==> config.mk <==
export PLATFORM = sky130hd
export DESIGN_NAME = ifu
export DESIGN_NICKNAME = d
export VERILOG_FILES = /design/src/rtl/ifu_pkg.sv /design/src/rtl/ifu_pc.sv /design/src/rtl/ifu.sv
export SDC_FILE = /design/constraint.sdc
export NUM_CORES = 1
export LEC_CHECK = 0
export ABC_AREA = 0
export ABC_CLOCK_PERIOD_IN_PS = 4800
export CORE_MARGIN = 2
export CORE_UTILIZATION = 41
export DETAILED_ROUTE_END_ITERATION = 6
export GPL_TIMING_DRIVEN = 0
export HOLD_SLACK_MARGIN = 0.02
export PLACE_DENSITY = 0.78
export SYNTH_ARGS = -nofsm -noshare
export SYNTH_HDL_FRONTEND = slang
export SYNTH_SLANG_ARGS = --single-unit
export TNS_END_PERCENT = 10
==> constraint.sdc <==
create_clock -name clk -period 4.8 [get_ports clk]
set_clock_uncertainty 0.2 [all_clocks]
set_input_delay 1.44 -clock clk [delete_from_list [all_inputs] [get_ports clk]]
set_output_delay 1.44 -clock clk [all_outputs]
set_load 0.01 [all_outputs]
==> src/rtl/ifu_pkg.sv <==
// Shared definitions for the instruction fetch unit: datapath width,
// FSM state encoding and the default reset PC.
package ifu_pkg;

  localparam int unsigned ISA_WIDTH       = 32;
  localparam int unsigned IFU_STATE_WIDTH = 2;

  localparam logic [ISA_WIDTH-1:0] PC_RESET_VAL = 32'h8000_0000;

  typedef enum logic [IFU_STATE_WIDTH-1:0] {
    IFU_REQ  = 2'd0,
    IFU_WAIT = 2'd1,
    IFU_HOLD = 2'd2
  } ifu_state_e;

endpackage

==> src/rtl/ifu_pc.sv <==
// PC register with next-PC selection (redirect > +4 > hold) and the
// word-alignment check used to suppress memory requests.
module ifu_pc
  import ifu_pkg::*;
#(
  parameter logic [ISA_WIDTH-1:0] RESET_PC = PC_RESET_VAL
) (
  input  logic                 clk,
  input  logic                 rst,
  input  logic                 advance_i,
  input  logic                 redirect_valid_i,
  input  logic [ISA_WIDTH-1:0] redirect_pc_i,
  output logic [ISA_WIDTH-1:0] pc_o,
  output logic                 misaligned_o
);

  logic [ISA_WIDTH-1:0] pc_q, pc_d;

  always_comb begin
    pc_d = pc_q;
    if (redirect_valid_i) begin
      pc_d = redirect_pc_i;
    end else if (advance_i) begin
      pc_d = pc_q + ISA_WIDTH'(4);
    end
  end

  always_ff @(posedge clk or posedge rst) begin
    if (rst) begin
      pc_q <= RESET_PC;
    end else begin
      pc_q <= pc_d;
    end
  end

  assign pc_o         = pc_q;
  assign misaligned_o = |pc_q[1:0];

endmodule

==> src/rtl/ifu.sv <==
// Instruction fetch unit: single outstanding imem request, registered
// instruction slot towards idu, redirect handling via a drop flag.
module ifu
  import ifu_pkg::*;
#(
  parameter logic [ISA_WIDTH-1:0] RESET_PC = PC_RESET_VAL
) (
  input  logic                 clk,
  input  logic                 rst,
  output logic                 imem_req_valid,
  input  logic                 imem_req_ready,
  output logic [ISA_WIDTH-1:0] imem_req_addr,
  input  logic                 imem_rsp_valid,
  input  logic [ISA_WIDTH-1:0] imem_rsp_data,
  input  logic                 imem_rsp_err,
  input  logic                 redirect_valid,
  input  logic [ISA_WIDTH-1:0] redirect_pc,
  output logic                 inst_valid,
  input  logic                 inst_ready,
  output logic [ISA_WIDTH-1:0] inst,
  output logic [ISA_WIDTH-1:0] pc,
  output logic                 fetch_err,
  output logic [63:0]          fetch_cnt
);

  ifu_state_e           state_q;
  logic [ISA_WIDTH-1:0] inst_q;
  logic                 err_q;
  logic                 drop_q;
  logic [63:0]          cnt_q;
  logic                 misaligned;
  logic                 advance;

  assign advance = (state_q == IFU_HOLD) && inst_ready;

  ifu_pc #(
    .RESET_PC(RESET_PC)
  ) u_pc (
    .clk              (clk),
    .rst              (rst),
    .advance_i        (advance),
    .redirect_valid_i (redirect_valid),
    .redirect_pc_i    (redirect_pc),
    .pc_o             (pc),
    .misaligned_o     (misaligned)
  );

  always_ff @(posedge clk or posedge rst) begin
    if (rst) begin
      state_q <= IFU_REQ;
      inst_q  <= '0;
      err_q   <= 1'b0;
      drop_q  <= 1'b0;
      cnt_q   <= '0;
    end else begin
      case (state_q)
        IFU_REQ: begin
          // A redirect wins over the fault path; an accepted stale request must be dropped.
          if (redirect_valid) begin
            if (imem_req_valid && imem_req_ready) begin
              state_q <= IFU_WAIT;
              drop_q  <= 1'b1;
            end
          end else if (misaligned) begin
            inst_q  <= '0;
            err_q   <= 1'b1;
            state_q <= IFU_HOLD;
          end else if (imem_req_ready) begin
            state_q <= IFU_WAIT;
          end
        end
        IFU_WAIT: begin
          if (imem_rsp_valid) begin
            drop_q <= 1'b0;
            if (drop_q || redirect_valid) begin
              state_q <= IFU_REQ;
            end else begin
              inst_q  <= imem_rsp_err ? '0 : imem_rsp_data;
              err_q   <= imem_rsp_err;
              state_q <= IFU_HOLD;
            end
          end else if (redirect_valid) begin
            drop_q <= 1'b1;
          end
        end
        IFU_HOLD: begin
          if (inst_ready) begin
            cnt_q <= cnt_q + 64'd1;
          end
          if (inst_ready || redirect_valid) begin
            state_q <= IFU_REQ;
          end
        end
        default: state_q <= IFU_REQ;
      endcase
    end
  end

  assign imem_req_valid = (state_q == IFU_REQ) && !misaligned;
  assign imem_req_addr  = pc;
  assign inst_valid     = (state_q == IFU_HOLD);
  assign inst           = inst_q;
  assign fetch_err      = err_q;
  assign fetch_cnt      = cnt_q;

endmodule
# Word-level counts from Yosys, hierarchy flattened
# Cells that the tools add are included.
totals:
  ff_bits: 132
  input_bits: 71
  output_inout_bits: 163
  wordCells: 60
op_classes:
  add_sub_neg: 2
  n_eq_ne: 12
  mux: 26
  n_reduce_logical: 14
ops:
  columns: ["op", "n"]
  rows:
  - ["2-to-1 mux 32 bit", 7]
  - ["adder 64 x 1 -> 64 bit (second input constant)", 1]
  - ["case mux 32 bit (2 select lines)", 1]
  - ["adder 32 x 3 -> 32 bit (second input constant)", 1]
  - ["2-to-1 mux 2 bit", 7]
  - ["inequality test 2 bit (second input constant)", 6]
  - ["2-to-1 mux 1 bit", 8]
  - ["AND reduction 4 bit", 2]
  - ["inequality test 3 bit (second input constant)", 2]
  - ["case mux 2 bit (3 select lines)", 1]
  - ["AND reduction 5 bit", 1]
  - ["inequality test 4 bit (second input constant)", 1]
  - ["case mux 1 bit (2 select lines)", 2]
  - ["nonzero test 2 bit", 2]
  - ["logical AND 1 bit", 3]
  - ["equality test 2 x 1 -> 1 bit (second input constant)", 1]
  - ["equality test 2 bit (second input constant)", 1]
  - ["logical NOT 2 bit", 1]
  - ["logical OR 1 bit", 2]
  - ["inequality test 2 x 1 -> 1 bit (second input constant)", 1]
  - ["AND reduction 2 bit", 1]
  - ["OR reduction 2 bit", 1]
  - ["logical NOT 1 bit", 1]

# Longest topological paths before layout
# Gate-level depths: netlist (run 1).
depth:
  depth_word: 7
  mapped_depth: 7
  mapped_depth_nobuf: 5

# Cells and area by module
# A second synthesis (run 1) with hierarchy kept.
unflattened:
  hier_cells: 608
  area_unflattened_um2: 6547.5
modules_own_cells:
  columns: ["module", "instances", "cells_per_inst", "area_each_um2", "seq_area_each_um2"]
  rows:
  - ["ifu", 1, 404, 4643.2, 2502.4]
  - ["ifu_pc", 1, 204, 1904.3, 802.0]

# Worst setup path before layout (run 1)
# Ideal clock, no wire load.
synth_path:
  path_type: "input-to-reg"
  start: "input port inst_ready"
  end: "register cnt_q[51] (netlist: fetch_cnt[51])"
  setup_ns: 0.079
  t_arrival_ns: 2.750
  t_required_ns: 4.521
  slack_ns: 1.771
  path_stages: 6
  path_buffers: 1
  path_cell_list: "and3b_1 buf_4 nand4_2 or4_1 nor3_2 xor2_1"
synth_between:
  elab_chain_len: 1
synth_lines:
  columns: ["item", "line_no", "source"]
  rows:
  - ["from (decl)", "ifu.sv:19", "input logic inst_ready,"]
  - ["AND reduction 2 bit (no source line)", null, null]
  - ["to (signal assigned)", "ifu.sv:88", "cnt_q <= cnt_q + 64'd1;"]
  - ["to (decl)", "ifu.sv:30", "logic [63:0] cnt_q;"]
# Every way passes these cells.
# A chain may end at the register's enable or synchronous reset.

# Worst setup path in the final report (run 1)
layout_path:
  start: "register state_q[0]"
  end: "output port imem_req_valid"
layout_between:
  elab_chain_len: 2
layout_lines:
  columns: ["item", "line_no", "source"]
  rows:
  - ["from (decl)", "ifu.sv:26", "ifu_state_e state_q;"]
  - ["from (signal assigned)", "ifu.sv:50", "state_q <= IFU_REQ;"]
  - ["from (signal assigned)", "ifu.sv:61", "state_q <= IFU_WAIT;"]
  - ["from (signal assigned)", "ifu.sv:67", "state_q <= IFU_HOLD;"]
  - ["logical NOT 2 bit", "ifu.sv:99", "assign imem_req_valid = (state_q == IFU_REQ) && !misaligned;"]
  - ["logical AND 1 bit", "ifu.sv:99", null]
  - ["to (decl)", "ifu.sv:10", "output logic imem_req_valid,"]
# Every way passes these cells.

==> reports/qor.txt, run 1 <==
H-tree Lvls - 4
reg2reg start - u_pc.pc_o[7]
Crit Path Max Fanout - 8
P&R area growth vs syn - 50.35%
fmax - 0.2941 GHz
most frequent cells in the layout - 232 x clkdlybuf4s50_1, 131 x dfrtp_1, 62 x xnor2_1, 56 x nand2_1, 39 x nand3_1
TritonCTS Sinks - 132
# port buffers - 232
Avg Cell Area, Syn - 10.92 um2
worst vdd ir - 0.2383 mV
register area share after synthesis - 0.5218
share of layout cells above drive strength 1 - 0.1181
hold_ws - 0.2781 ns
Worst setup EP type - primary output
clk_lat worst skew - 0.42 ns
RSZ-0062 raised after global routing - no
worst r2r path cells - 6
Netlist Area Pre-Place - 6332 um2
Max-cap violations - 0
synth top area cells - dfrtp_1 52%, xnor2_1 8.6%, a22o_1 4.6%
Worst slew margin - 0.5106
number of global-route vias before repair - 5042
CTS tree - built
async set or reset register ratio after synthesis - 1.000
postcts setup bufs - 0
leakage - 3.987 nW
syn nets - 653
final instance area - 9520 um2
routability cong. - 0.8115
final max-slew violation count - 0
Slowest cell on crit path - clkdlybuf4s50_1
r2r setup slk - 2.43 ns
CP Cell Sequence - nor4_1 > clkdlybuf4s50_1
delay-heaviest family, CP - buffers and inverters
total CTS buffers - 17
dominant synthesized flop cell - dfrtp_1
CTS Hold Bufs - 0
Die H - 128.3 um
hold_sp - fetch_cnt[63]
DR iter-0 viols - 266
GRT Total Usage - 0.2055
Core ar. - 15150 um2
Worst-Margin Slew - 0.7273 ns
detailed-route DRC error count - 0
number of synthesized flops with an enable pin - 0
crit path launch type - register
Setup TNS - 0 ns
Std-Cell Rows - 45
status - finished, final reports clean
Clock Pin Slew Worst Setup and Hold Paths - 0.06 ns
Yosys top cell by area - dfrtp_1
largest net degree at the start of global routing - 43
final wirelength - 16.87 mm
placed insts - 1003
HPWL after detailed placement - 12.59 mm
Netlist cell types - 45
root buffer cell - clkbuf_16
first-pass GRT wire length - 26.25 mm
drt wl/cell - 16.30 um
number of vias per cell - 5.134
commonest non-fill, non-tap cell in the layout - clkdlybuf4s50_1
WP buf/inv - 1
Final WS setup - 1.399 ns
pre-CTS setup slack - 0.9958 ns
slowest cell delay on critical path - 0.60 ns
Pre-antenna DRT Iters - 5
total design power - 3.016 mW
antenna-violating nets left - 0
# diodes - 0
Remaining Overflow, GRT - 0
initial antenna violation count - 0
die area - 16450 um2
Syn. warnings - 0
Layout Nets - 907
maximum clock path buffer count - 2
Mapped Cells - 580
Pwr Density - 316.8 nW/um2
Final setup violation count - 0
hold path endpoint - fetch_cnt[63]
Post-Layout Cell Count - 1035
Final min period - 3.401 ns
CP required - 3.16 ns
IO Count - 234
Hold Crit Depth - 1
period utilization - 0.7085
worst hold path class - register to register
Starting Density - 0.4181
cts repair resizes - 0
flops & latches, synth - 132
Worst Path Arrival - 1.76 ns
placed inst area - 8954 um2
share of the synthesized area in the top cell type - 0.5177
final hold violation count - 0
worst r2r dst - u_pc.pc_o[30]
via count - 5314
post-layout util - 0.6286
WS Path Type - register to primary output
Die W - 128.3 um
-- registers in the layout, indices dropped and copies added, names as in the netlist --
register / cells
inst: 32
fetch_err: 1
state_q: 2
fetch_cnt: 64
drop_q: 1
u_pc.pc_o: 32
-- area by class of cell --
cell class,count,area (um2)
fill,1198,5625
clock buffer,19,442.9
multi-input combinational,389,2656
sequential,132,3304
tap,188,235.2
inverter,5,22.52
timing repair buffer,235,2382
buffer,54,352.8
clock inverter,13,123.9
-- how the worst max path moves through the flow --
stage / slack, ns / end / start / cells past startpoint
3_5_place_dp: 1.0 / fetch_cnt[58] / inst_ready / 8
4_1_cts: 1.39 / imem_req_valid / state_q[0] / 2
6_report: 1.40 / imem_req_valid / state_q[0] / 2
5_1_grt: 1.31 / imem_req_valid / state_q[0] / 2
3_3_place_gp: 0.29 / fetch_cnt[43] / rst / 2
2_1_floorplan: 1.52 / drop_q / rst / 1
-- kinds of logic after synthesis --
family                     after synthesis  synth area share
adders and majority gates                2          0.003951
buffers and inverters                   59           0.05868
DFF                                    132            0.5218
AOI/OAI and AO/OA                       63           0.07074
and+or+nand+nor                        223            0.2013
muxes                                   11           0.01897
xor gates and xnor gates                90            0.1245
-- power by group --
group          total, mW  internal (mW)  switching [mW]
clock               1.25          0.735           0.515
sequential          1.26           1.18          0.0825
combinational      0.507          0.297           0.210
-- cells in the mapped netlist (all sizes together), types with 2 or more instances --
library cell  number
a21oi              2
a22o              33
a22oi              2
and2               6
and3              17
and4              12
buf               40
clkbuf            14
dfrtp            131
ha                 2
inv                5
mux2               8
mux2i              3
nand2             57
nand2b             2
nand3             40
nand4             29
nor2              20
nor2b              4
nor3              12
nor4              14
nor4b              2
o21ai             25
or4                3
xnor2             62
xor2              28
-- worst register-to-register path, stage by stage (launching register included) --
cell	delay, ns
dfrtp_1	0.47
nand2_2	0.14
or4_4	0.55
buf_6	0.16
nor4_1	0.36
xor2_1	0.11
mux2_2	0.27
-- routing by layer --
metal / part of all wire / GRT usage
met1: 0.44 / 0.2624
met3: 0.072 / 0.07387
met2: 0.48 / 0.3304
met5: 0 / 0
met4: 0.011 / 0.05818
(Power assumes the default switching activity.)
==> inputs of run 2 (changes only) <==
--- a/config.mk
+++ b/config.mk
@@ -6,13 +6,13 @@
 export NUM_CORES = 1
 export LEC_CHECK = 0
 export ABC_AREA = 0
-export ABC_CLOCK_PERIOD_IN_PS = 4800
+export ABC_CLOCK_PERIOD_IN_PS = 3300
 export CORE_MARGIN = 2
-export CORE_UTILIZATION = 41
+export CORE_UTILIZATION = 45
 export DETAILED_ROUTE_END_ITERATION = 6
 export GPL_TIMING_DRIVEN = 0
 export HOLD_SLACK_MARGIN = 0.02
-export PLACE_DENSITY = 0.78
+export PLACE_DENSITY = 0.81
 export SYNTH_ARGS = -nofsm -noshare
 export SYNTH_HDL_FRONTEND = slang
 export SYNTH_SLANG_ARGS = --single-unit
==> constraint.sdc (replaced) <==
create_clock -name clk -period 3.3 [get_ports clk]
set_clock_uncertainty 0.2 [all_clocks]
set_input_delay 0.99 -clock clk [delete_from_list [all_inputs] [get_ports clk]]
set_output_delay 0.99 -clock clk [all_outputs]
set_load 0.01 [all_outputs]
==> run 2 against run 1 <==
Net effect:
- global-route usage increased by 3.8 points
- register-to-register slack got worse by 1.6 ns
- clock power increased by 61%
- critical path depth unchanged
- setup slack got worse by 1.1 ns
- via count increased by 2.9%
- critical endpoint unchanged
- largest power group is now the clock network
==> reports/qor.txt, run 2 (same netlist as run 1, synthesis figures left out) <==
status - finished, final reports clean
initial antenna violation count - 0 (unchanged)
max FFs per register - 64 (unchanged)
fmax - 0.3281 GHz
Worst Path Arrival - 1.86 ns (+0.10 ns)
total CTS buffers - 17 (unchanged)
TritonCTS Sinks - 132 (unchanged)
Pre-antenna DRT Iters - 4 (-1)
Starting Density - 0.4580 (+0.03988)
Core ar. - 13830 um2 (-8.7%)
die area - 15040 um2 (-8.6%)
Setup TNS - 0 ns (unchanged)
worst hold path class - register to register
leakage - 4.026 nW (+0.97%)
detailed-route DRC error count - 0 (unchanged)
final hold violation count - 0 (unchanged)
IO Count - 234 (unchanged)
fill count - 962 (-20%)
HPWL after detailed placement - 13.22 mm (+5.0%)
CTS Hold Bufs - 0 (unchanged)
Clock Pin Slew Worst Setup and Hold Paths - 0.06 ns (about the same)
Remaining Overflow, GRT - 0 (unchanged)
most frequent cells in the layout - 232 x clkdlybuf4s50_1, 131 x dfrtp_1, 62 x xnor2_1, 56 x nand2_1, 39 x nand3_1
clk_lat worst skew - 0.41 ns (about the same)
Worst-Margin Slew - 0.7288 ns (+0.001457 ns)
crit path launch type - register
CTS tree - built
RSZ-0062 raised after global routing - no
first-pass GRT wire length - 28.32 mm (+7.9%)
total design power - 4.596 mW (+52%)
# diodes - 0 (unchanged)
antenna-violating nets left - 0 (unchanged)
final max-slew violation count - 0 (unchanged)
period utilization - 0.9235
Final min period - 3.047 ns
WS Path Type - register to primary output
drt wl/cell - 17.32 um (+6.2%)
Die H - 122.6 um (-4.4%)
slowest cell delay on critical path - 0.61 ns (about the same)
maximum clock path buffer count - 2 (unchanged)
CP Cell Sequence - nor4_1 > clkdlybuf4s50_1
largest net degree at the start of global routing - 44 (+2.3%)
postcts setup bufs - 0 (unchanged)
Final setup violation count - 0 (unchanged)
Die W - 122.6 um (-4.4%)
routability cong. - 0.8586 (+5.8%)
root buffer cell - clkbuf_16
Hold Crit Depth - 1 (unchanged)
DR iter-0 viols - 305 (+15%)
Post-Layout Cell Count - 1027 (-0.77%)
placed insts - 995 (-0.80%)
register area - 3304 um2 (unchanged)
Std-Cell Rows - 43 (-4.4%)
Worst setup EP type - primary output
commonest non-fill, non-tap cell in the layout - clkdlybuf4s50_1
Pwr Density - 479.5 nW/um2 (+51%)
via count - 5470 (+2.9%)
CP required - 2.11 ns (-1.05 ns)
Max-cap violations - 0 (unchanged)
footprint of the multi-input gates - 2656 um2 (unchanged)
final wirelength - 17.79 mm (+5.4%)
number of global-route vias before repair - 5661 (+12%)
Layout Nets - 907 (unchanged)
number of vias per cell - 5.326 (+3.7%)
GRT Total Usage - 0.2431 (+0.03755)
worst r2r path cells - 6 (unchanged)
hold_ws - 0.2764 ns (-0.001627 ns)
cts repair resizes - 0 (unchanged)
H-tree Lvls - 4 (unchanged)
Crit Path Max Fanout - 8 (unchanged)
post-layout util - 0.6932 (+0.06466)
# port buffers - 232 (unchanged)
worst vdd ir - 0.3820 mV (+60%)
P&R area growth vs syn - 51.37%
Slowest cell on crit path - clkdlybuf4s50_1
share of layout cells above drive strength 1 - 0.1181 (unchanged)
Worst slew margin - 0.5104 (about the same)
-- run 2: critical path: cells and delay by family, from the launching register on --
family	cells	cell delay, ns
buf+inv	1	0.61
flops	1	0.46
simple gates	1	0.37
-- run 2: through the flow --
stage / setup slack (ns) / instance area [um2]
2_1_floorplan: 0.4736 / 6336
3_3_place_gp: -0.6328 / 8884
3_5_place_dp: -0.02903 / 8944
4_1_cts: 0.2196 / 9585
5_1_grt: 0.1927 / 9585
6_report: 0.2526 / 9585
-- run 2: final timing paths --
kind	start	to	slack, ns
setup / recovery	state_q[0]	imem_req_valid	0.25
hold / removal	fetch_cnt[63]	fetch_cnt[63]	0.28
setup reg to reg	fetch_cnt[38]	fetch_cnt[60]	0.81
hold reg to reg	fetch_cnt[63]	fetch_cnt[63]	0.28
max in group asynchronous	rst	u_pc.pc_o[9]	1.31
min in group asynchronous	rst	inst[23]	0.79
-- run 2: layout make-up --
cell class                      instances  area share
Buffer                                 54     0.03681
Clock buffer                           25     0.05482
Clock inverter                          7     0.01214
Inverter                                5    0.002350
Multi-Input combinational cell        389      0.2771
Sequential cell                       132      0.3447
Tap cell                              180     0.02350
Timing Repair Buffer                  235      0.2485
-- run 2: layer usage --
layer | vias up | global-route usage | wire, um
met1 | 2688 | 0.2926 | 7205
li1 | 2529 | - | -
met3 | 31 | 0.06413 | 1144
met5 | - | 0 | 0
met2 | 222 | 0.4115 | 9034
met4 | 0 | 0.1042 | 402
-- run 2: report_power, final --
| part | total, mW | internal (mW) | switching, mW |
|---|---|---|---|
| Sequential | 1.84 | 1.71 | 0.124 |
| Clock | 2.01 | 1.33 | 0.683 |
| Combinational | 0.748 | 0.433 | 0.316 |
| Total | 4.60 | 3.47 | 1.12 |
